### src/rtl/id_pkg.sv
// Shared decode constants for the RV32 ID stage: opcodes, ALU/shift op codes
// and bit positions inside the decode bundle.
package id_pkg;

  localparam int DCR_W = 24;

  localparam logic [6:0] OPC_LUI      = 7'b0110111;
  localparam logic [6:0] OPC_AUIPC    = 7'b0010111;
  localparam logic [6:0] OPC_JAL      = 7'b1101111;
  localparam logic [6:0] OPC_JALR     = 7'b1100111;
  localparam logic [6:0] OPC_BRANCH   = 7'b1100011;
  localparam logic [6:0] OPC_LOAD     = 7'b0000011;
  localparam logic [6:0] OPC_STORE    = 7'b0100011;
  localparam logic [6:0] OPC_OP_IMM   = 7'b0010011;
  localparam logic [6:0] OPC_OP       = 7'b0110011;
  localparam logic [6:0] OPC_MISC_MEM = 7'b0001111;
  localparam logic [6:0] OPC_SYSTEM   = 7'b1110011;

  localparam logic [6:0] F7_BASE   = 7'b0000000;
  localparam logic [6:0] F7_ALT    = 7'b0100000;
  localparam logic [6:0] F7_MULDIV = 7'b0000001;

  localparam logic [2:0] ALU_ADD  = 3'd0;
  localparam logic [2:0] ALU_SUB  = 3'd1;
  localparam logic [2:0] ALU_SLT  = 3'd2;
  localparam logic [2:0] ALU_SLTU = 3'd3;
  localparam logic [2:0] ALU_XOR  = 3'd4;
  localparam logic [2:0] ALU_OR   = 3'd5;
  localparam logic [2:0] ALU_AND  = 3'd6;

  localparam logic [1:0] SFT_SLL = 2'd0;
  localparam logic [1:0] SFT_SRL = 2'd1;
  localparam logic [1:0] SFT_SRA = 2'd2;

  localparam int D_AUIPC   = 23;
  localparam int D_F3_LSB  = 20;
  localparam int D_R       = 19;
  localparam int D_ICS     = 18;
  localparam int D_IL      = 17;
  localparam int D_JALR    = 16;
  localparam int D_S       = 15;
  localparam int D_U       = 14;
  localparam int D_B       = 13;
  localparam int D_J       = 12;
  localparam int D_MULDIV  = 11;
  localparam int D_ILLEGAL = 10;
  localparam int D_SHIFT   = 9;
  localparam int D_ALU_LSB = 6;
  localparam int D_SFT_LSB = 4;
  localparam int D_WRD     = 3;
  localparam int D_USE1    = 2;
  localparam int D_USE2    = 1;
  localparam int D_LUI     = 0;

  function automatic logic [2:0] alu_op(input logic [2:0] f3, input logic sub);
    logic [2:0] op;
    case (f3)
      3'b000:  op = sub ? ALU_SUB : ALU_ADD;
      3'b010:  op = ALU_SLT;
      3'b011:  op = ALU_SLTU;
      3'b100:  op = ALU_XOR;
      3'b110:  op = ALU_OR;
      3'b111:  op = ALU_AND;
      default: op = ALU_ADD;
    endcase
    return op;
  endfunction

endpackage

### src/rtl/id_fwd_mux.sv
// Operand forwarding for one register source: lowest-index matching source
// wins, falling back to the regfile; x0 always reads zero.
module id_fwd_mux #(
  parameter int XLEN = 32,
  parameter int NFWD = 3
) (
  input  logic [4:0]           rs,
  input  logic [NFWD-1:0]      fwd_valid,
  input  logic [5*NFWD-1:0]    fwd_rd,
  input  logic [XLEN*NFWD-1:0] fwd_data,
  input  logic [NFWD-1:0]      fwd_pending,
  input  logic [XLEN-1:0]      rf_rdata,
  output logic [XLEN-1:0]      data,
  output logic                 pending_hit
);

  // Scan oldest to youngest so the youngest match overwrites the older ones.
  always_comb begin
    data        = rf_rdata;
    pending_hit = 1'b0;
    for (int i = NFWD - 1; i >= 0; i--) begin
      if (fwd_valid[i] && (fwd_rd[5*i +: 5] == rs)) begin
        data        = fwd_data[XLEN*i +: XLEN];
        pending_hit = fwd_pending[i];
      end
    end
    if (rs == 5'd0) begin
      data        = '0;
      pending_hit = 1'b0;
    end
  end

endmodule

### src/rtl/stage_id_hs.sv
// RV32 instruction-decode stage with valid/ready handshakes, load-use stall
// and operand forwarding. Define RV32M_EN to accept the RV32M encodings.
module stage_id_hs
  import id_pkg::*;
#(
  parameter int XLEN  = 32,
  parameter int NFWD  = 3,
  parameter int DCR_W = id_pkg::DCR_W
) (
  input  logic                 clk,
  input  logic                 rst,
  input  logic                 in_valid,
  output logic                 in_ready,
  input  logic [31:0]          in_inst,
  input  logic [XLEN-1:0]      in_pc,
  input  logic                 flush,
  output logic [4:0]           rf_raddr1,
  output logic [4:0]           rf_raddr2,
  input  logic [XLEN-1:0]      rf_rdata1,
  input  logic [XLEN-1:0]      rf_rdata2,
  input  logic [NFWD-1:0]      fwd_valid,
  input  logic [5*NFWD-1:0]    fwd_rd,
  input  logic [XLEN*NFWD-1:0] fwd_data,
  input  logic [NFWD-1:0]      fwd_pending,
  output logic                 out_valid,
  input  logic                 out_ready,
  output logic [XLEN-1:0]      out_pc,
  output logic [XLEN-1:0]      out_rr1,
  output logic [XLEN-1:0]      out_rr2,
  output logic [4:0]           out_rd,
  output logic [XLEN-1:0]      out_imm,
  output logic [XLEN-1:0]      out_target,
  output logic [DCR_W-1:0]     out_dcr
);

  logic [6:0]       opc;
  logic [2:0]       f3;
  logic [6:0]       f7;
  logic [XLEN-1:0]  rr1, rr2;
  logic             ph1, ph2, stall;
  logic [XLEN-1:0]  imm_dec;
  logic [DCR_W-1:0] dcr_dec;
  logic             is_jalr, illegal;
  logic [4:0]       rd_dec;
  logic [XLEN-1:0]  tgt_sum;

  assign opc       = in_inst[6:0];
  assign f3        = in_inst[14:12];
  assign f7        = in_inst[31:25];
  assign rf_raddr1 = in_inst[19:15];
  assign rf_raddr2 = in_inst[24:20];

  id_fwd_mux #(.XLEN(XLEN), .NFWD(NFWD)) u_fwd1 (
    .rs(rf_raddr1), .fwd_valid(fwd_valid), .fwd_rd(fwd_rd), .fwd_data(fwd_data),
    .fwd_pending(fwd_pending), .rf_rdata(rf_rdata1), .data(rr1), .pending_hit(ph1)
  );

  id_fwd_mux #(.XLEN(XLEN), .NFWD(NFWD)) u_fwd2 (
    .rs(rf_raddr2), .fwd_valid(fwd_valid), .fwd_rd(fwd_rd), .fwd_data(fwd_data),
    .fwd_pending(fwd_pending), .rf_rdata(rf_rdata2), .data(rr2), .pending_hit(ph2)
  );

  // Stage p0: combinational decode of the instruction offered by IF.
  always_comb begin
    dcr_dec = '0;
    imm_dec = '0;
    is_jalr = 1'b0;
    illegal = 1'b0;
    case (opc)
      OPC_OP: begin
        if (f7 == F7_MULDIV) begin
`ifdef RV32M_EN
          dcr_dec[D_R]                = 1'b1;
          dcr_dec[D_MULDIV]           = 1'b1;
          dcr_dec[D_F3_LSB +: 3]      = f3;
          dcr_dec[D_WRD]              = 1'b1;
          dcr_dec[D_USE1]             = 1'b1;
          dcr_dec[D_USE2]             = 1'b1;
`else
          illegal = 1'b1;
`endif
        end else if ((f7 == F7_BASE) ||
                     ((f7 == F7_ALT) && ((f3 == 3'b000) || (f3 == 3'b101)))) begin
          dcr_dec[D_R]                = 1'b1;
          dcr_dec[D_F3_LSB +: 3]      = f3;
          dcr_dec[D_ALU_LSB +: 3]     = alu_op(f3, f7[5]);
          dcr_dec[D_WRD]              = 1'b1;
          dcr_dec[D_USE1]             = 1'b1;
          dcr_dec[D_USE2]             = 1'b1;
          if (f3 == 3'b001) begin
            dcr_dec[D_SHIFT]          = 1'b1;
            dcr_dec[D_SFT_LSB +: 2]   = SFT_SLL;
          end else if (f3 == 3'b101) begin
            dcr_dec[D_SHIFT]          = 1'b1;
            dcr_dec[D_SFT_LSB +: 2]   = f7[5] ? SFT_SRA : SFT_SRL;
          end
        end else begin
          illegal = 1'b1;
        end
      end
      OPC_OP_IMM: begin
        dcr_dec[D_ICS]            = 1'b1;
        dcr_dec[D_F3_LSB +: 3]    = f3;
        dcr_dec[D_ALU_LSB +: 3]   = alu_op(f3, 1'b0);
        dcr_dec[D_WRD]            = 1'b1;
        dcr_dec[D_USE1]           = 1'b1;
        imm_dec = {{20{in_inst[31]}}, in_inst[31:20]};
        if (f3 == 3'b001) begin
          dcr_dec[D_SHIFT]        = 1'b1;
          dcr_dec[D_SFT_LSB +: 2] = SFT_SLL;
          illegal = (f7 != F7_BASE);
        end else if (f3 == 3'b101) begin
          dcr_dec[D_SHIFT]        = 1'b1;
          dcr_dec[D_SFT_LSB +: 2] = f7[5] ? SFT_SRA : SFT_SRL;
          illegal = (f7 != F7_BASE) && (f7 != F7_ALT);
        end
      end
      OPC_LOAD: begin
        dcr_dec[D_IL]          = 1'b1;
        dcr_dec[D_F3_LSB +: 3] = f3;
        dcr_dec[D_WRD]         = 1'b1;
        dcr_dec[D_USE1]        = 1'b1;
        imm_dec = {{20{in_inst[31]}}, in_inst[31:20]};
      end
      OPC_STORE: begin
        dcr_dec[D_S]           = 1'b1;
        dcr_dec[D_F3_LSB +: 3] = f3;
        dcr_dec[D_USE1]        = 1'b1;
        dcr_dec[D_USE2]        = 1'b1;
        imm_dec = {{20{in_inst[31]}}, in_inst[31:25], in_inst[11:7]};
      end
      OPC_BRANCH: begin
        dcr_dec[D_B]           = 1'b1;
        dcr_dec[D_F3_LSB +: 3] = f3;
        dcr_dec[D_USE1]        = 1'b1;
        dcr_dec[D_USE2]        = 1'b1;
        case (f3[2:1])
          2'b00:   dcr_dec[D_ALU_LSB +: 3] = ALU_SUB;
          2'b10:   dcr_dec[D_ALU_LSB +: 3] = ALU_SLT;
          2'b11:   dcr_dec[D_ALU_LSB +: 3] = ALU_SLTU;
          default: illegal = 1'b1;
        endcase
        imm_dec = {{19{in_inst[31]}}, in_inst[31], in_inst[7], in_inst[30:25],
                   in_inst[11:8], 1'b0};
      end
      OPC_JALR: begin
        dcr_dec[D_JALR]        = 1'b1;
        dcr_dec[D_F3_LSB +: 3] = f3;
        dcr_dec[D_WRD]         = 1'b1;
        dcr_dec[D_USE1]        = 1'b1;
        is_jalr = 1'b1;
        imm_dec = {{20{in_inst[31]}}, in_inst[31:20]};
      end
      OPC_JAL: begin
        dcr_dec[D_J]   = 1'b1;
        dcr_dec[D_WRD] = 1'b1;
        imm_dec = {{11{in_inst[31]}}, in_inst[31], in_inst[19:12], in_inst[20],
                   in_inst[30:21], 1'b0};
      end
      OPC_LUI: begin
        dcr_dec[D_U]   = 1'b1;
        dcr_dec[D_WRD] = 1'b1;
        dcr_dec[D_LUI] = 1'b1;
        imm_dec = {in_inst[31:12], 12'b0};
      end
      OPC_AUIPC: begin
        dcr_dec[D_U]     = 1'b1;
        dcr_dec[D_WRD]   = 1'b1;
        dcr_dec[D_AUIPC] = 1'b1;
        imm_dec = {in_inst[31:12], 12'b0};
      end
      // FENCE and SYSTEM are legal but carry no format class or register use.
      OPC_MISC_MEM, OPC_SYSTEM: begin
        dcr_dec[D_F3_LSB +: 3] = f3;
        imm_dec = {{20{in_inst[31]}}, in_inst[31:20]};
      end
      default: illegal = 1'b1;
    endcase
    if (illegal) begin
      dcr_dec            = '0;
      dcr_dec[D_ILLEGAL] = 1'b1;
      imm_dec            = '0;
      is_jalr            = 1'b0;
    end
  end

  assign rd_dec   = dcr_dec[D_WRD] ? in_inst[11:7] : 5'd0;
  assign tgt_sum  = is_jalr ? (rr1 + imm_dec) : (in_pc + imm_dec);
  assign stall    = in_valid & ((ph1 & dcr_dec[D_USE1]) | (ph2 & dcr_dec[D_USE2]));

  logic             vld_p1;
  logic [XLEN-1:0]  pc_p1, rr1_p1, rr2_p1, imm_p1, tgt_p1;
  logic [4:0]       rd_p1;
  logic [DCR_W-1:0] dcr_p1;

  assign in_ready = (~vld_p1 | out_ready) & ~stall;

  // Stage p1: decode bundle register toward EX.
  always_ff @(posedge clk) begin
    if (rst) begin
      vld_p1 <= 1'b0;
      pc_p1  <= '0;
      rr1_p1 <= '0;
      rr2_p1 <= '0;
      rd_p1  <= '0;
      imm_p1 <= '0;
      tgt_p1 <= '0;
      dcr_p1 <= '0;
    end else if (flush) begin
      vld_p1 <= 1'b0;
    end else if (in_valid && in_ready) begin
      vld_p1 <= 1'b1;
      pc_p1  <= in_pc;
      rr1_p1 <= rr1;
      rr2_p1 <= rr2;
      rd_p1  <= rd_dec;
      imm_p1 <= imm_dec;
      tgt_p1 <= {tgt_sum[XLEN-1:1], 1'b0};
      dcr_p1 <= dcr_dec;
    end else if (out_ready) begin
      vld_p1 <= 1'b0;
    end
  end

  assign out_valid  = vld_p1;
  assign out_pc     = pc_p1;
  assign out_rr1    = rr1_p1;
  assign out_rr2    = rr2_p1;
  assign out_rd     = rd_p1;
  assign out_imm    = imm_p1;
  assign out_target = tgt_p1;
  assign out_dcr    = dcr_p1;

endmodule

### config.mk
export PLATFORM = sky130hd
export DESIGN_NAME = stage_id_hs
export DESIGN_NICKNAME = d
export VERILOG_FILES = /design/src/rtl/id_pkg.sv /design/src/rtl/id_fwd_mux.sv /design/src/rtl/stage_id_hs.sv
export SDC_FILE = /design/constraint.sdc
export NUM_CORES = 1
export LEC_CHECK = 0
export CORE_UTILIZATION = 42
export CTS_BUF_LIST = sky130_fd_sc_hd__clkbuf_4
export CTS_CLUSTER_DIAMETER = 150
export CTS_CLUSTER_SIZE = 14
export DETAILED_ROUTE_END_ITERATION = 10
export GPL_TIMING_DRIVEN = 0
export PLACE_DENSITY = 0.79
export RECOVER_POWER = 50
export SYNTH_ARGS = -nofsm -noshare
export SYNTH_HDL_FRONTEND = slang
export SYNTH_HIERARCHICAL = 1
export SYNTH_SLANG_ARGS = --single-unit
### constraint.sdc
create_clock -name clk -period 5.4 [get_ports clk]
set_input_delay 0.54 -clock clk [delete_from_list [all_inputs] [get_ports clk]]
set_output_delay 0.54 -clock clk [all_outputs]
set_load 0.005 [all_outputs]
# Yosys cells after proc, flatten, opt, wreduce, memory -nomap -nowiden
# Index checks and enable logic that the tools add are counted.
totals:
  out_inout_bits: 201
  register_bits: 189
  in_bits: 250
  wordCells: 136
classes:
  n_eq_ne: 29
  bitwise: 9
  n_mux: 60
  reduce_logical: 28
  add_sub_neg: 2
op_table:
  columns: ["cell", "count"]
  rows:
  - ["$mux W32", 10]
  - ["$pmux W32 S5", 1]
  - ["$add A32 B32 Y32", 2]
  - ["$eq A5 B5 Y1", 6]
  - ["$mux W1", 29]
  - ["$eq A7 B6 Y1 const B", 4]
  - ["$eq A7 B7 Y1 const B", 4]
  - ["$mux W24", 1]
  - ["$mux W9", 2]
  - ["$pmux W3 S6", 1]
  - ["$pmux W3 S5", 1]
  - ["$eq A7 B5 Y1 const B", 2]
  - ["$eq A3 B3 Y1 const B", 4]
  - ["$logic_not A5 Y1", 2]
  - ["$reduce_or A5 Y1", 2]
  - ["$logic_and A1 B1 Y1", 9]
  - ["$pmux W3 S3", 1]
  - ["$mux W4", 2]
  - ["$pmux W1 S2", 4]
  - ["$reduce_or A8 Y1", 1]
  - ["$eq A7 B1 Y1 const B", 1]
  - ["$eq A7 B2 Y1 const B", 1]
  - ["$eq A7 B4 Y1 const B", 1]
  - ["$logic_not A7 Y1", 1]
  - ["23 further kinds", 36]

# Longest topological paths before layout
# Gate-level depths: netlist of run 1.
logic_depth:
  depth_word: 15
  ltp_mapped: 19
  ltp_nobuf: 18

# Cells and area by module
# Netlist of run 1, hierarchy kept.
modules_own_cells:
  columns: ["mod", "instances", "cells_per_inst", "seq_area_each_um2", "area_per_inst_um2"]
  rows:
  - ["stage_id_hs", 1, 1231, 3763.6, 9571.7]
  - ["id_fwd_mux", 2, 183, 0.0, 1423.9]

# Least setup slack after synthesis of run 1
# Ideal clock, no wire load.
synth_timing:
  path_kind: "in2reg"
  start: "in in_inst[28]"
  end: "reg tgt_p1[28] (netlist: out_target[28])"
  stages: 18
  slack_ps: 136
  setup_ps: 127
  arrival_time_ps: 5138
  required_ps: 5273
  n_path_buf: 3
  path_cell_list: "or4_1 -> or4b_1 -> a31o_2 -> or3b_1 -> clkbuf_1 -> clkbuf_1 -> a21oi_1 -> ha_1 -> clkbuf_1 -> a21o_1 -> a21o_1 -> a2111oi_0 -> o31ai_1 -> a221oi_1 -> o21ai_0 -> and2_1 -> o311ai_0 -> o21ai_0"
synth_via:
  elab_cells_between_ends: 32
  classes_between: "2 x add/sub; 3 x eq/ne; 14 x mux; 6 x bitwise; 7 x reduce/logical"
synth_rtl:
  columns: ["item", "line_no", "text"]
  rows:
  - ["start: declaration", "stage_id_hs.sv:14", "input logic [31:0] in_inst,"]
  - ["$eq A7 B6 Y1", "stage_id_hs.sv:83", "((f7 == F7_ALT) && ((f3 == 3'b000) || (f3 == 3'b101)))) begin"]
  - ["$logic_and A1 B1 Y1", "stage_id_hs.sv:83", null]
  - ["$logic_or A1 B1 Y1", "stage_id_hs.sv:82", "end else if ((f7 == F7_BASE) ||"]
  - ["$mux W1", "stage_id_hs.sv:82", null]
  - ["$mux W1", "stage_id_hs.sv:71", "if (f7 == F7_MULDIV) begin"]
  - ["$pmux W1 S4 (*)", "stage_id_hs.sv:69", "case (opc)"]
  - ["$mux W32 (*)", "stage_id_hs.sv:179", "if (illegal) begin"]
  - ["named net imm_dec[17]", "stage_id_hs.sv:41", "logic [XLEN-1:0] imm_dec;"]
  - ["$add A32 B32 Y32", "stage_id_hs.sv:188", "assign tgt_sum = is_jalr ? (rr1 + imm_dec) : (in_pc + imm_dec);"]
  - ["$mux W32 (*)", "stage_id_hs.sv:188", null]
  - ["end signal: assignment", "stage_id_hs.sv:218", "tgt_p1 <= {tgt_sum[XLEN-1:1], 1'b0};"]
  - ["end: declaration", "stage_id_hs.sv:192", "logic [XLEN-1:0] pc_p1, rr1_p1, rr2_p1, imm_p1, tgt_p1;"]
# Mark *: on every way through the listed nets, which the timed path passes. The rest lies on a longest branch.
# A chain may end at the register's enable or synchronous reset.

# Final worst setup path of run 1
layout_timing:
  start: "in in_inst[27]"
  end: "reg tgt_p1[22] (netlist: out_target[22])"
# The elaborated chain is that of the path after synthesis.

==> Flow_metrics.wiki, run 1 <==
{| class="wikitable"
! Metric !! Value
|-
| Synthesized area per cell || 7.777 um2
|-
| Fraction of power spent switching nets || 0.3400
|-
| Routed vias/inst || 5.903
|-
| I/O Buffers || 446
|-
| Cell type with the highest aggregate area in the netlist || sky130_fd_sc_hd__dfxtp_1
|-
| Largest clock skew in the final design || 0.03048 ns
|-
| Drt initial violations || 1459
|-
| Distinct cells, synth || 71
|-
| Post-route antenna net violation count || 0
|-
| Clock slew at the register clock pins of the worst setup and hold paths || 0.18 ns
|-
| Post-synth top area share || 0.3030
|-
| Layout overhead on the synthesized area || 43.11%
|-
| DR DRC count || 0
|-
| Reported leakage power || 7.287 nW
|-
| Overall fraction of global-route tracks in use || 0.3772
|-
| Headroom to the max-slew limit || 0.3803
|-
| Die width || 174.0 um
|-
| Most frequent cells in the layout || sky130_fd_sc_hd__nand2_1 (367), sky130_fd_sc_hd__clkdlybuf4s50_1 (255), sky130_fd_sc_hd__a21oi_1 (211)
|-
| Cell types occupying the most area after synthesis || sky130_fd_sc_hd__dfxtp_1 (30%), sky130_fd_sc_hd__nand2_1 (11%), sky130_fd_sc_hd__a21oi_1 (8.7%), sky130_fd_sc_hd__o211ai_2 (6.0%), sky130_fd_sc_hd__mux2i_1 (5.7%)
|-
| Clock latency on the worst-skew pair || 0.66 ns
|-
| Pre-CTS setup slack || -1.179 ns
|-
| Cell chosen for the clock root || sky130_fd_sc_hd__clkbuf_4
|-
| Worst setup slack for register-to-register paths || 3.02 ns
|-
| Number of global-route vias before repair || 13.40k
|-
| Total wire length || 59500 um
|-
| Final setup fails || 0
|-
| Number of endpoints with negative hold slack in the final report || 0
|-
| Fraction of final layout cells with drive strength greater than 1 || 0.1002
|-
| Non-Filler Instances || 2470
|-
| Power spent charging and discharging nets || 0.001082 W
|-
| Required time of the critical path || 5.98 ns
|-
| Worst Hold End || out_target[18]
|-
| Sequential fraction of the synthesis area || 0.3030
|-
| Placed cells || 2428
|-
| Tmin final || 5.309 ns
|-
| # Max-Cap Violations || 0
|-
| Power Internal || 0.002100 W
|-
| Origin of the worst min-delay path || rst
|-
| Wire length of the first global-routing pass || 85090 um
|-
| H-Tree Level Count || 4
|-
| Number of fill cells in the layout || 2639
|-
| Share of synthesized registers carrying an async set or reset || 0
|-
| Std-Cell Rows || 62
|-
| Max-slew violation count || 0
|-
| Reg-to-reg startpoint || out_valid
|-
| Tightest Hold Check Type || primary input to flip-flop
|-
| Chip Height || 174.0 um
|-
| Critical setup path kind || primary input to flip-flop
|-
| HPWL after detailed placement || 47980 um
|-
| Total number of yosys warnings || 6
|-
| Placer's final routability congestion estimate || 0.9748
|-
| Combined area of all synthesized cells || 12420 um2
|-
| Die area || 30260 um2
|-
| Number of top-level design ports || 451
|-
| Post-route clock period utilization || 0.9831
|-
| Arr. time, crit path || 5.88 ns
|-
| Clk pwr share || 0.279
|-
| Kind of end point of the critical path || flip-flop
|-
| Antenna violations before repair || 15
|-
| Most used DFF post-synth || sky130_fd_sc_hd__dfxtp_1
|-
| Path depth of the worst reg2reg path || 6
|-
| Highest clock frequency the design can meet || 188.4 MHz
|-
| RSZ-0062 raised after global routing || yes
|-
| Cell depth of the worst min-delay path || 3
|-
| Post-synthesis register bit count || 188
|-
| Initial Util || 0.4292
|-
| Launching element type of the critical path || primary input
|-
| CTS tree || yes
|-
| Nets || 2347
|-
| Detailed-route via count || 14.58k
|-
| Total power per unit cell area || 179.1 nW/um2
|-
| Setup slack after layout || 0.09102 ns
|-
| Reg-to-reg endpoint || out_imm[1]
|-
| Share of power burned in combinational logic || 0.260
|-
| Pre-Repair DR Iteration Count || 6
|-
| Clock sinks || 188
|-
| Number of buffers added by the clock tree synthesis step || 17
|-
| Routed length per instance || 24.09 um
|-
| Maximum number of pins on one net before global-route repair || 21
|-
| Synthesized instance count || 1597
|-
| IR Drop Worst-Case VDD || 0.1365 mV
|-
| Max Fanout on Critical Path || 10
|-
| Outcome || complete, no violations
|-
| Count of flip-flops with a built-in enable after synthesis || 0
|-
| Total gr overflow || 0
|-
| Core region area || 28940 um2
|-
| Most frequent standard cell in the layout excluding fill and tap cells || sky130_fd_sc_hd__nand2_1
|-
| Actual transition at the worst max-transition pin || 0.9219 ns
|-
| Clk buf depth || 2
|-
| Sequential cell fraction of total power || 0.461
|}
[cell families (layout without fill, tap and decap cells)]
| logic type | after synthesis | count (layout) | share of synthesized area |
|---|---|---|---|
| buf+inv | 157 | 635 | 0.06931 |
| mux | 100 | 100 | 0.08352 |
| fa+ha+maj | 34 | 34 | 0.03486 |
| flops | 188 | 188 | 0.3030 |
| simple gates | 668 | 668 | 0.2528 |
| other cells | 1 | 12 | 0.0003019 |
| xor+xnor | 52 | 52 | 0.03667 |
| compound gates | 397 | 397 | 0.2195 |
[cell type report]
cell class	count	area (um2)	share of cell area
Clock buffer	17	127.6	0.007181
Multi-Input combinational cell	1253	7851	0.4417
Antenna cell	10	25.02	0.001408
Buffer	141	803.3	0.04520
Timing Repair Buffer	447	4472	0.2516
Inverter	15	56.30	0.003168
Sequential cell	188	3764	0.2118
Tap cell	384	480.5	0.02703
Clock inverter	15	193.9	0.01091
[per-layer routing]
metal  up-vias  wire length, um  global-route usage
li1       6658                -                   -
met1      6845            23100              0.4611
met2       900            27710              0.6288
met3       169             5614             0.07918
met4         8             3034              0.1831
met5         -               47                   0
[power groups by stage]
stage | registers, W | logic [W] | clock network, W
6_report | 0.00147 | 0.000827 | 0.000889
5_1_grt | 0.00147 | 0.000866 | 0.000948
4_1_cts | 0.00147 | 0.000828 | 0.000890
3_5_place_dp | 0.00150 | 0.000823 | 0
3_3_place_gp | 0.00150 | 0.000818 | 0
2_1_floorplan | 0.00149 | 0.000342 | 0
[critical path, cell delays in order]
cell	delay, ns
sky130_fd_sc_hd__clkdlybuf4s50_1	0.50
sky130_fd_sc_hd__or4_1	0.60
sky130_fd_sc_hd__or4b_1	0.49
sky130_fd_sc_hd__a31o_2	0.25
sky130_fd_sc_hd__or3b_1	0.37
sky130_fd_sc_hd__clkbuf_1	0.21
sky130_fd_sc_hd__buf_2	0.25
sky130_fd_sc_hd__nor2_1	0.31
sky130_fd_sc_hd__ha_1	0.34
sky130_fd_sc_hd__o21a_1	0.21
sky130_fd_sc_hd__o31a_1	0.17
sky130_fd_sc_hd__o311ai_2	0.31
sky130_fd_sc_hd__nand3b_1	0.19
sky130_fd_sc_hd__a21oi_1	0.35
sky130_fd_sc_hd__o22ai_1	0.18
sky130_fd_sc_hd__xnor2_1	0.30
sky130_fd_sc_hd__nand2_1	0.11
sky130_fd_sc_hd__a21oi_1	0.17
[per-stage QoR]
stage | util | TNS (ns) | hold WS [ns] | instance area, um2 | total power (W)
after floorplan | - | 0 | 0.4482 | 12420 | 0.001836
final | 0.6142 | 0 | 0.3857 | 17770 | 0.003183
after global placement | 0.6002 | -9.445 | 0.4396 | 17370 | 0.002314
after CTS | 0.6125 | 0 | 0.3420 | 17720 | 0.003186
after global routing | 0.6142 | -0.005675 | 0.3643 | 17770 | 0.003287
after detailed placement | 0.6002 | -9.876 | 0.4463 | 17370 | 0.002319
[worst max path at each step]
| stage | start | endpoint | slack (ns) | cells after the start |
|---|---|---|---|---|
| 5_1_grt | in_inst[28] | out_target[22] | -0.006 | 18 |
| 2_1_floorplan | in_inst[28] | out_target[28] | 0.14 | 18 |
| 6_report | in_inst[27] | out_target[22] | 0.09 | 18 |
| 3_5_place_dp | in_inst[27] | out_target[28] | -1.18 | 19 |
| 3_3_place_gp | in_inst[28] | out_target[28] | -1.10 | 18 |
| 4_1_cts | in_inst[27] | out_target[28] | 0.05 | 19 |
[flip-flops by register name, indices dropped and copies added (netlist names)]
signal / count
out_imm: 32
out_pc: 32
out_rr1: 32
out_rr2: 32
out_target: 31
out_dcr: 23
out_rd: 5
out_valid: 1
[timing repair]
| action | in CTS | in global routing |
|---|---|---|
| pin swaps | 1 | 0 |
| setup buffers | 1 | 0 |
| hold buffers | 0 | 0 |
| resized for setup | 7 | 14 |
| endpoints found under the setup margin | 7 | 12 |
[synthesized netlist by cell type, types with 9 or more instances]
| cell | instances |
|---|---|
| sky130_fd_sc_hd__xnor2_1 | 31 |
| sky130_fd_sc_hd__nor3_1 | 21 |
| sky130_fd_sc_hd__dfxtp_1 | 188 |
| sky130_fd_sc_hd__a21o_1 | 14 |
| sky130_fd_sc_hd__o211ai_2 | 60 |
| sky130_fd_sc_hd__nor4_1 | 9 |
| sky130_fd_sc_hd__o21ai_0 | 22 |
| sky130_fd_sc_hd__clkbuf_1 | 85 |
| sky130_fd_sc_hd__buf_2 | 12 |
| sky130_fd_sc_hd__a31oi_1 | 10 |
| sky130_fd_sc_hd__mux2i_1 | 71 |
| sky130_fd_sc_hd__xor2_1 | 21 |
| sky130_fd_sc_hd__buf_6 | 22 |
| sky130_fd_sc_hd__nand3_1 | 93 |
| sky130_fd_sc_hd__nor2_1 | 37 |
| sky130_fd_sc_hd__ha_1 | 33 |
| sky130_fd_sc_hd__mux2_2 | 29 |
| sky130_fd_sc_hd__a21oi_1 | 217 |
| sky130_fd_sc_hd__inv_1 | 15 |
| sky130_fd_sc_hd__buf_4 | 17 |
| sky130_fd_sc_hd__nand2_1 | 367 |
| sky130_fd_sc_hd__nand4_1 | 72 |
Power figures use the tool's default switching activity.
==> run 2, diff against run 1 <==
- REMOVE_ABC_BUFFERS: not set -> 1
==> Flow_metrics.wiki, run 2 (same netlist as run 1, synthesis figures left out) <==
{| class="wikitable"
! Metric !! Value
|-
| Outcome || complete, no violations
|-
| Headroom to the max-slew limit || 0.3240
|-
| Number of global-route vias before repair || 13.26k
|-
| Maximum number of pins on one net before global-route repair || 97
|-
| Cell chosen for the clock root || sky130_fd_sc_hd__clkbuf_4
|-
| Max Fanout on Critical Path || 7
|-
| HPWL after detailed placement || 37150 um
|-
| H-Tree Level Count || 4
|-
| Clock latency on the worst-skew pair || 0.60 ns
|-
| Reg-to-reg endpoint || out_rr1[21]
|-
| Highest clock frequency the design can meet || 191.2 MHz
|-
| Final setup fails || 0
|-
| Path depth of the worst reg2reg path || 9
|-
| Number of buffers added by the clock tree synthesis step || 17
|-
| IR Drop Worst-Case VDD || 0.1283 mV
|-
| Required time of the critical path || 5.91 ns
|-
| Post-CTS Hold Buffers || 0
|-
| Drt initial violations || 1677
|-
| Routed vias/inst || 5.988
|-
| Max-slew violation count || 0
|-
| I/O Buffers || 448
|-
| Crit path to || out_target[31]
|-
| Detailed-route via count || 14.16k
|-
| Core region area || 28940 um2
|-
| # Max-Cap Violations || 0
|-
| Arr. time, crit path || 5.74 ns
|-
| Die area || 30260 um2
|-
| Launching element type of the critical path || primary input
|-
| Met1 Usage GRT || 0.4263
|-
| GR Util met3 || 0.06080
|-
| Reported leakage power || 7.152 nW
|-
| Most frequent cells in the layout || sky130_fd_sc_hd__nand2_1 (365), sky130_fd_sc_hd__clkdlybuf4s50_1 (255), sky130_fd_sc_hd__a21oi_1 (216)
|-
| Actual transition at the worst max-transition pin || 1.013 ns
|-
| Worst setup slack for register-to-register paths || 2.73 ns
|-
| Kind of end point of the critical path || flip-flop
|-
| DR DRC count || 0
|-
| Most frequent standard cell in the layout excluding fill and tap cells || sky130_fd_sc_hd__nand2_1
|-
| Post-layout utilization of the core || 0.6029
|-
| RSZ-0062 raised after global routing || no
|-
| Die width || 174.0 um
|-
| Post-route clock period utilization || 0.9685
|-
| Fraction of final layout cells with drive strength greater than 1 || 0.1000
|-
| Post-Place Cell Area || 16980 um2
|-
| Std-Cell Rows || 62
|-
| Post-route antenna net violation count || 0
|-
| Total wire length || 52530 um
|-
| Critical setup path kind || primary input to flip-flop
|-
| Antenna violations before repair || 11
|-
| Clock slew at the register clock pins of the worst setup and hold paths || 0.17 ns
|-
| Chip Height || 174.0 um
|-
| Initial Util || 0.4292
|-
| Overall fraction of global-route tracks in use || 0.3361
|-
| Nets || 2241
|-
| Wire length of the first global-routing pass || 78430 um
|-
| CTS tree || yes
|-
| Launch point of the critical path || in_inst[31]
|-
| Number of top-level design ports || 451
|-
| Tmin final || 5.230 ns
|-
| Clock sinks || 188
|-
| Routed length per instance || 22.22 um
|-
| Reg-to-reg startpoint || out_valid
|-
| Layout overhead on the synthesized area || 40.47%
|-
| Pre-Repair DR Iteration Count || 6
|-
| Total gr overflow || 0
|-
| Tightest Hold Check Type || primary input to flip-flop
|-
| Total power per unit cell area || 173.1 nW/um2
|-
| Clk buf depth || 2
|-
| Largest clock skew in the final design || 0.01762 ns
|-
| Non-Filler Cell Area, Final || 17450 um2
|-
| Placer's final routability congestion estimate || 0.9394
|-
| Number of fill cells in the layout || 2557
|-
| Number of endpoints with negative hold slack in the final report || 0
|-
| Global-route track usage on met2 || 0.5387
|-
| Origin of the worst min-delay path || rst
|-
| Layer with the highest usage || met2
|}
[run 2: how the worst min path moves through the flow]
stage,slack [ns],end,depth (start not counted)
after CTS,0.40,out_dcr[7],2
after global routing,0.40,out_dcr[13],2
after global placement,0.44,out_dcr[0],2
final,0.41,out_dcr[7],2
after detailed placement,0.44,out_target[23],2
after floorplan,0.44,out_dcr[0],2
[run 2: power breakdown]
group	internal (W)	switching, W
registers	0.00144	0.0000223
clock network	0.000243	0.000544
logic	0.000385	0.000389
total	0.00206	0.000955
[run 2: worst max-delay path, cell delays in order]
cell and delay (ns):
sky130_fd_sc_hd__clkdlybuf4s50_1 0.57, sky130_fd_sc_hd__or4_1 0.49, sky130_fd_sc_hd__or4b_1 0.50, sky130_fd_sc_hd__a31o_2 0.27, sky130_fd_sc_hd__nor2_2 0.28, sky130_fd_sc_hd__nand2_1 0.24, sky130_fd_sc_hd__nor2_2 0.26, sky130_fd_sc_hd__and2_1 0.21
sky130_fd_sc_hd__ha_1 0.30, sky130_fd_sc_hd__a211oi_1 0.24, sky130_fd_sc_hd__o21ai_0 0.17, sky130_fd_sc_hd__a32oi_1 0.37, sky130_fd_sc_hd__nand3_1 0.13, sky130_fd_sc_hd__a41o_1 0.33, sky130_fd_sc_hd__a41o_1 0.28, sky130_fd_sc_hd__a41oi_1 0.26
sky130_fd_sc_hd__mux2i_1 0.22, sky130_fd_sc_hd__nand2_1 0.06
[run 2: timing repair]
action / CTS / global route
gates cloned: 3 / 0
setup endpoints to repair: 9 / 5
resized for setup: 11 / 14
pin swaps: 4 / 1
buffers inserted: 6 / 4
[run 2: final cells by class]
cell class | count | area [um2] | area share
Inverter | 15 | 56.30 | 0.003227
Clock inverter | 13 | 116.4 | 0.006670
Clock buffer | 19 | 142.6 | 0.008176
Multi-Input combinational cell | 1256 | 7976 | 0.4572
Timing Repair Buffer | 479 | 4885 | 0.2800
Tap cell | 384 | 480.5 | 0.02754
Antenna cell | 10 | 25.02 | 0.001434
Sequential cell | 188 | 3764 | 0.2157
[run 2: stage by stage]
stage                     setup TNS (ns)  hold slack (ns)  cells  setup slack, ns  power (W)
after floorplan                  -801.34           0.4422   1456           -5.217   0.001784
after global placement          -1975.03           0.4406   2288           -12.06   0.002239
after detailed placement          -18.37           0.4436   2309           -1.338   0.002252
after CTS                              0           0.3975   2350          0.07831   0.003042
after global routing                   0           0.3995   2363         0.008145   0.003148
final                                  0           0.4066   2364           0.1703   0.003019
[run 2: routing by layer]
metal,part of all wire,vias to the layer above
met4,0.058,4
met5,0.00044,-
li1,-,6460
met2,0.45,895
met1,0.40,6611
met3,0.087,185
==> RTL edit 1: new RTL, settings of run 2 <==
Add a define of `RV32M_EN`.
--- a/src/rtl/stage_id_hs.sv
+++ b/src/rtl/stage_id_hs.sv
@@ -1,5 +1,7 @@
 // RV32 instruction-decode stage with valid/ready handshakes, load-use stall
 // and operand forwarding. Define RV32M_EN to accept the RV32M encodings.
+`define RV32M_EN
+
 module stage_id_hs
   import id_pkg::*;
 #(
Behaviour: not the same (Yosys sat finds a counterexample within 4 cycles, from zero or initial values and one cycle with rst high).
==> RTL edit 1 against run 2 <==
- die area rose by 1.6%
- critical path type unchanged
- synthesized area rose by 1.6%
- sequential share of layout area fell by 0.25 points
- non-clock buffer count fell by 8
- power rose by 4.5%
- routed wire length rose by 1.7%
- design area rose by 1.7%
- highest routed layer is now met4
- worst setup slack improved by 0.023 ns
- final cell count rose by 1.3%
- critical path depth rose by 1
- sequential cell count rose by 1
- fmax rose by 0.44%
==> RTL edit 1: results <==
set metrics [dict create \
    status "finished, final reports clean" \
    track_usage_pct 33.5 \
    dp_hpwl_um 38200 \
    cp.arrival_ns 5.75 \
    r2r-end "out_rr2[18]" \
    yosys-top-cells-count "361 x nand2_1, 227 x a21oi_1, 189 x dfxtp_1" \
    worstHoldPathCells 2 \
    cellLeakagePower_nw 7.27 \
    synth.top_cells.by_area "dfxtp_1 30%, nand2_1 11%, a21oi_1 9.0%, o211ai_2 6.0%, mux2i_1 5.2%" \
    critical_path_class "primary input to register" \
    seq_area_frac_synth_pct 30.0 \
    crit_path_start "in_inst[17]" \
    relSlewSlack_pct 28.0 \
    crit_fanout 16 \
    wire_per_inst_um 22.3 \
    fillers 2617 \
    r2r_cells 9 \
    whs_endpoint "out_imm[30]" \
    critPathSlowestCell "clkbuf_1" \
    grt_antenna_before_repair 4 \
    vias 14369 \
    grt_max_degree 94 \
    clk_pin_slew_ns 0.19 \
    yosysUniqueCellTypes 80 \
    first_iter_violations 1477 \
    async_reset_ff_share_pct 0 \
    skew_ns 0.0231 \
    grt_pass1_wl_um 79200 \
    cpPeakStageDelay_ns 0.64 \
    r2r_start "out_valid" \
    drive_gt1_share_pct 9.85 \
    io_buffers 449 \
    grt_pass1_vias 13464 \
    ys.flop_type "dfxtp_1" \
    r2r_slack_ns 2.96 \
    drtPass1Iterations 6 \
    peakVddDrop_mv 0.119 \
    place_area_mm2 0.0173 \
    insertion_delay_ns 0.63 \
    crit_family "compound AO/OA/AOI/OAI gates" \
    gp_congestion 0.915 \
    nets 2272 \
]
RTL edit 1: changes by cell type in the layout (fill, tap and decap cells not counted), sizes merged, moves of 6 or more:
cell | before | now
nor2 | 38 | 57
a21oi | 217 | 227
buf | 32 | 23
a21o | 14 | 22
o21ai | 25 | 33
nor4b | 9 | 2
a22o | 6 | 0
diode | 10 | 4
RTL edit 1: logic make-up (layout without fill, tap and decap cells):
family          count (synthesis)  after routing  synth area share [%]
buf+inv                       164            519                  6.85
fa+ha+maj                      34             34                  3.43
xor+xnor                       53             53                  3.68
compound gates                426            427                  23.1
flops                         189            189                  30.0
other cells                     1              5                0.0297
mux                            97             97                  8.00
simple gates                  680            681                  24.9
RTL edit 1: how the worst max path moves through the flow:
stage               slack, ns  depth (start not counted)        endpoint
floorplan               -2.94                         11  out_target[15]
global placement        -8.60                         11  out_target[29]
detailed placement      -2.25                         19  out_target[24]
CTS                      0.05                         17  out_target[30]
global route             0.05                         19  out_target[30]
finish                   0.19                         19  out_target[30]
RTL edit 1: cell type report:
class / count / area share [%]
timing repair buffer: 471 / 27.8
sequential: 189 / 21.3
multi-input combinational: 1293 / 45.8
tap: 390 / 2.75
clock buffer: 17 / 0.719
clock inverter: 15 / 1.18
inverter: 16 / 0.338
antenna: 4 / 0.0564
RTL edit 1: through the flow:
step / setup slack (ns) / utilization [%] / cells / hold slack [ns] / total power (W)
2_1_floorplan: -2.94 / - / 1496 / 0.442 / 0.00179
3_3_place_gp: -8.60 / 56.8 / 2335 / 0.438 / 0.00226
3_5_place_dp: -2.25 / 58.4 / 2353 / 0.444 / 0.00228
4_1_cts: 0.0462 / 59.8 / 2388 / 0.376 / 0.00318
5_1_grt: 0.0526 / 60.0 / 2395 / 0.388 / 0.00328
6_report: 0.193 / 60.0 / 2395 / 0.400 / 0.00316
RTL edit 1: where the power goes:
group / leakage (nW) / internal (W) / switching, W
combinational: 5.56 / 0.000390 / 0.000400
clock: 0.174 / 0.000236 / 0.000661
sequential: 1.54 / 0.00145 / 0.0000230
total: 7.27 / 0.00207 / 0.00108
RTL edit 1: routing by layer:
metal  track usage, %  wire length (µm)
met1             42.9             21100
met2             53.0             24000
met3             7.06              5500
met4             17.1              2790
met5                0                 0
RTL edit 1: what timing repair did:
item,in CTS,in global routing
resized for setup,21,14
pin swaps,2,1
cloned,2,0
setup endpoints to repair,19,5
buffers inserted,1,3
hold buffers,0,0
==> RTL edit 2: new RTL, settings of run 2 <==
Without the edit above. Reset style: asynchronous (`rst`), changed in one clocked block.
--- a/src/rtl/stage_id_hs.sv
+++ b/src/rtl/stage_id_hs.sv
@@ -196,7 +196,7 @@
   assign in_ready = (~vld_p1 | out_ready) & ~stall;
 
   // Stage p1: decode bundle register toward EX.
-  always_ff @(posedge clk) begin
+  always_ff @(posedge clk or posedge rst) begin
     if (rst) begin
       vld_p1 <= 1'b0;
       pc_p1  <= '0;
Formal check against the unedited RTL: differs if rst is asserted again (counterexample within 4 cycles, from zero or initial values and one cycle with rst high); with rst held inactive, the same outputs for 4 cycles.
==> RTL edit 2 against run 2 <==
- the run now ends with capacitance limit, slew limit left
- largest cell class unchanged
- sequential cell count stayed put
- power increased by 19%
- sequential share of layout area increased by 4.3 points
- design area up 4.1%
- critical endpoint is now out_target[29]
- final cell count fell by 2.2%
- synthesized area grew 3.7%
- worst setup slack gained 0.065 ns
- routed wire length increased by 0.18%
==> RTL edit 2: results <==
set metrics [dict create \
    status "complete, but fails checks" \
    violations "capacitance limit, slew limit" \
    rows 63 \
    relSlewSlack_pct -159 \
    r2r_slack_ns 2.94 \
    drv_cap 1 \
    pre_cts_ws_ns -1.28 \
    drive_gt1_share_pct 11.0 \
    yosys-top-cells-count "433 x nand2_1, 188 x dfrtp_1, 90 x nand3_1" \
    cp.arrival_ns 5.71 \
    cellLeakagePower_nw 8.63 \
    synth.avg_cell_area_um2 8.49 \
    drt-total-wl_um 52600 \
    r2r_start "out_valid" \
    r2r-end "out_imm[26]" \
    swShare_pct 33.3 \
    final_max_slew_viol_count 97 \
    grt_pass1_vias 13276 \
    route.met2.wl_um 23900 \
    p_clk_w 0.000852 \
    finalNonFillerCells 2311 \
    synth_xor_area_share_pct 3.54 \
    peakVddDrop_mv 0.155 \
    dp_hpwl_um 38600 \
    synth_warnings 6 \
    fillers 2547 \
    clk_pin_slew_ns 0.19 \
    async_reset_ff_share_pct 100 \
    cts_setup_buffers 0 \
    synth.top_cells.by_area "dfrtp_1 37%, nand2_1 13%, o211ai_2 5.8%, mux2i_1 5.4%, mux2_2 4.1%" \
    setup.worst_path.end "out_target[29]" \
    nets 2185 \
    seq_area_frac_synth_pct 36.5 \
    place_area_mm2 0.0177 \
    grt_max_degree 98 \
    crit_path_start "in_inst[19]" \
    track_usage_pct 32.8 \
    fin_crit_ns 5.16 \
    p_sw_w 0.00120 \
    insertion_delay_ns 0.63 \
    vias 13832 \
    grt_antenna_before_repair 6 \
    use_met3_pct 7.39 \
    skew_ns 0.0141 \
    first_iter_violations 1409 \
    use_met1_pct 42.3 \
    top_layer "met4" \
    wl_met1_um 20500 \
    gp_congestion 0.934 \
    yosys-mux-area-fraction_pct 9.47 \
    pwr.group.combinational_w 0.00111 \
    grtUsageMet2_pct 51.8 \
    wl_met3_um 5610 \
    cts_resized 12 \
]
-- RTL edit 2: cell count changes in the layout (fill, tap and decap cells not counted), moves of 66 or more --
cell | run 2 | this run
dfrtp_1 | 0 | 188
nand2_1 | 365 | 431
dlygate4sd3_1 | 190 | 100
clkdlybuf4s50_1 | 255 | 347
a21oi_1 | 216 | 48
dfxtp_1 | 188 | 0
-- RTL edit 2: layout make-up --
type | instances | area, µm² | area share, %
flip-flops and latches | 188 | 4700 | 25.9
repair buffers | 482 | 4910 | 27.0
clock buffers | 17 | 128 | 0.703
multi-input cells | 1190 | 7660 | 42.2
well taps | 390 | 488 | 2.69
inverters | 22 | 82.6 | 0.455
clock inverters | 15 | 171 | 0.944
diodes | 7 | 17.5 | 0.0965
-- RTL edit 2: critical path, cell delays in order --
cell	delay (ns)
clkdlybuf4s50_1	0.63
xor2_1	0.25
nor4_2	0.40
nand3_4	0.33
buf_12	0.30
mux2i_1	0.20
o211ai_2	0.10
mux2_2	0.35
ha_1	0.39
a21o_1	0.20
a21o_1	0.17
a21oi_1	0.30
o21bai_1	0.11
a211oi_1	0.41
nor3_1	0.14
a221oi_1	0.40
o21ai_0	0.14
or3_1	0.32
-- RTL edit 2: how the worst min path moves through the flow --
stage | from | endpoint | slack [ns] | cells past startpoint
after floorplan | out_dcr[0] | out_dcr[0] | 0.46 | 2
after global placement | out_dcr[0] | out_dcr[0] | 0.45 | 2
after detailed placement | out_dcr[0] | out_dcr[0] | 0.46 | 2
after CTS | rst | out_rr2[8] | 0.38 | 2
after global routing | in_inst[5] | out_dcr[0] | 0.38 | 3
final | in_inst[5] | out_dcr[0] | 0.40 | 3
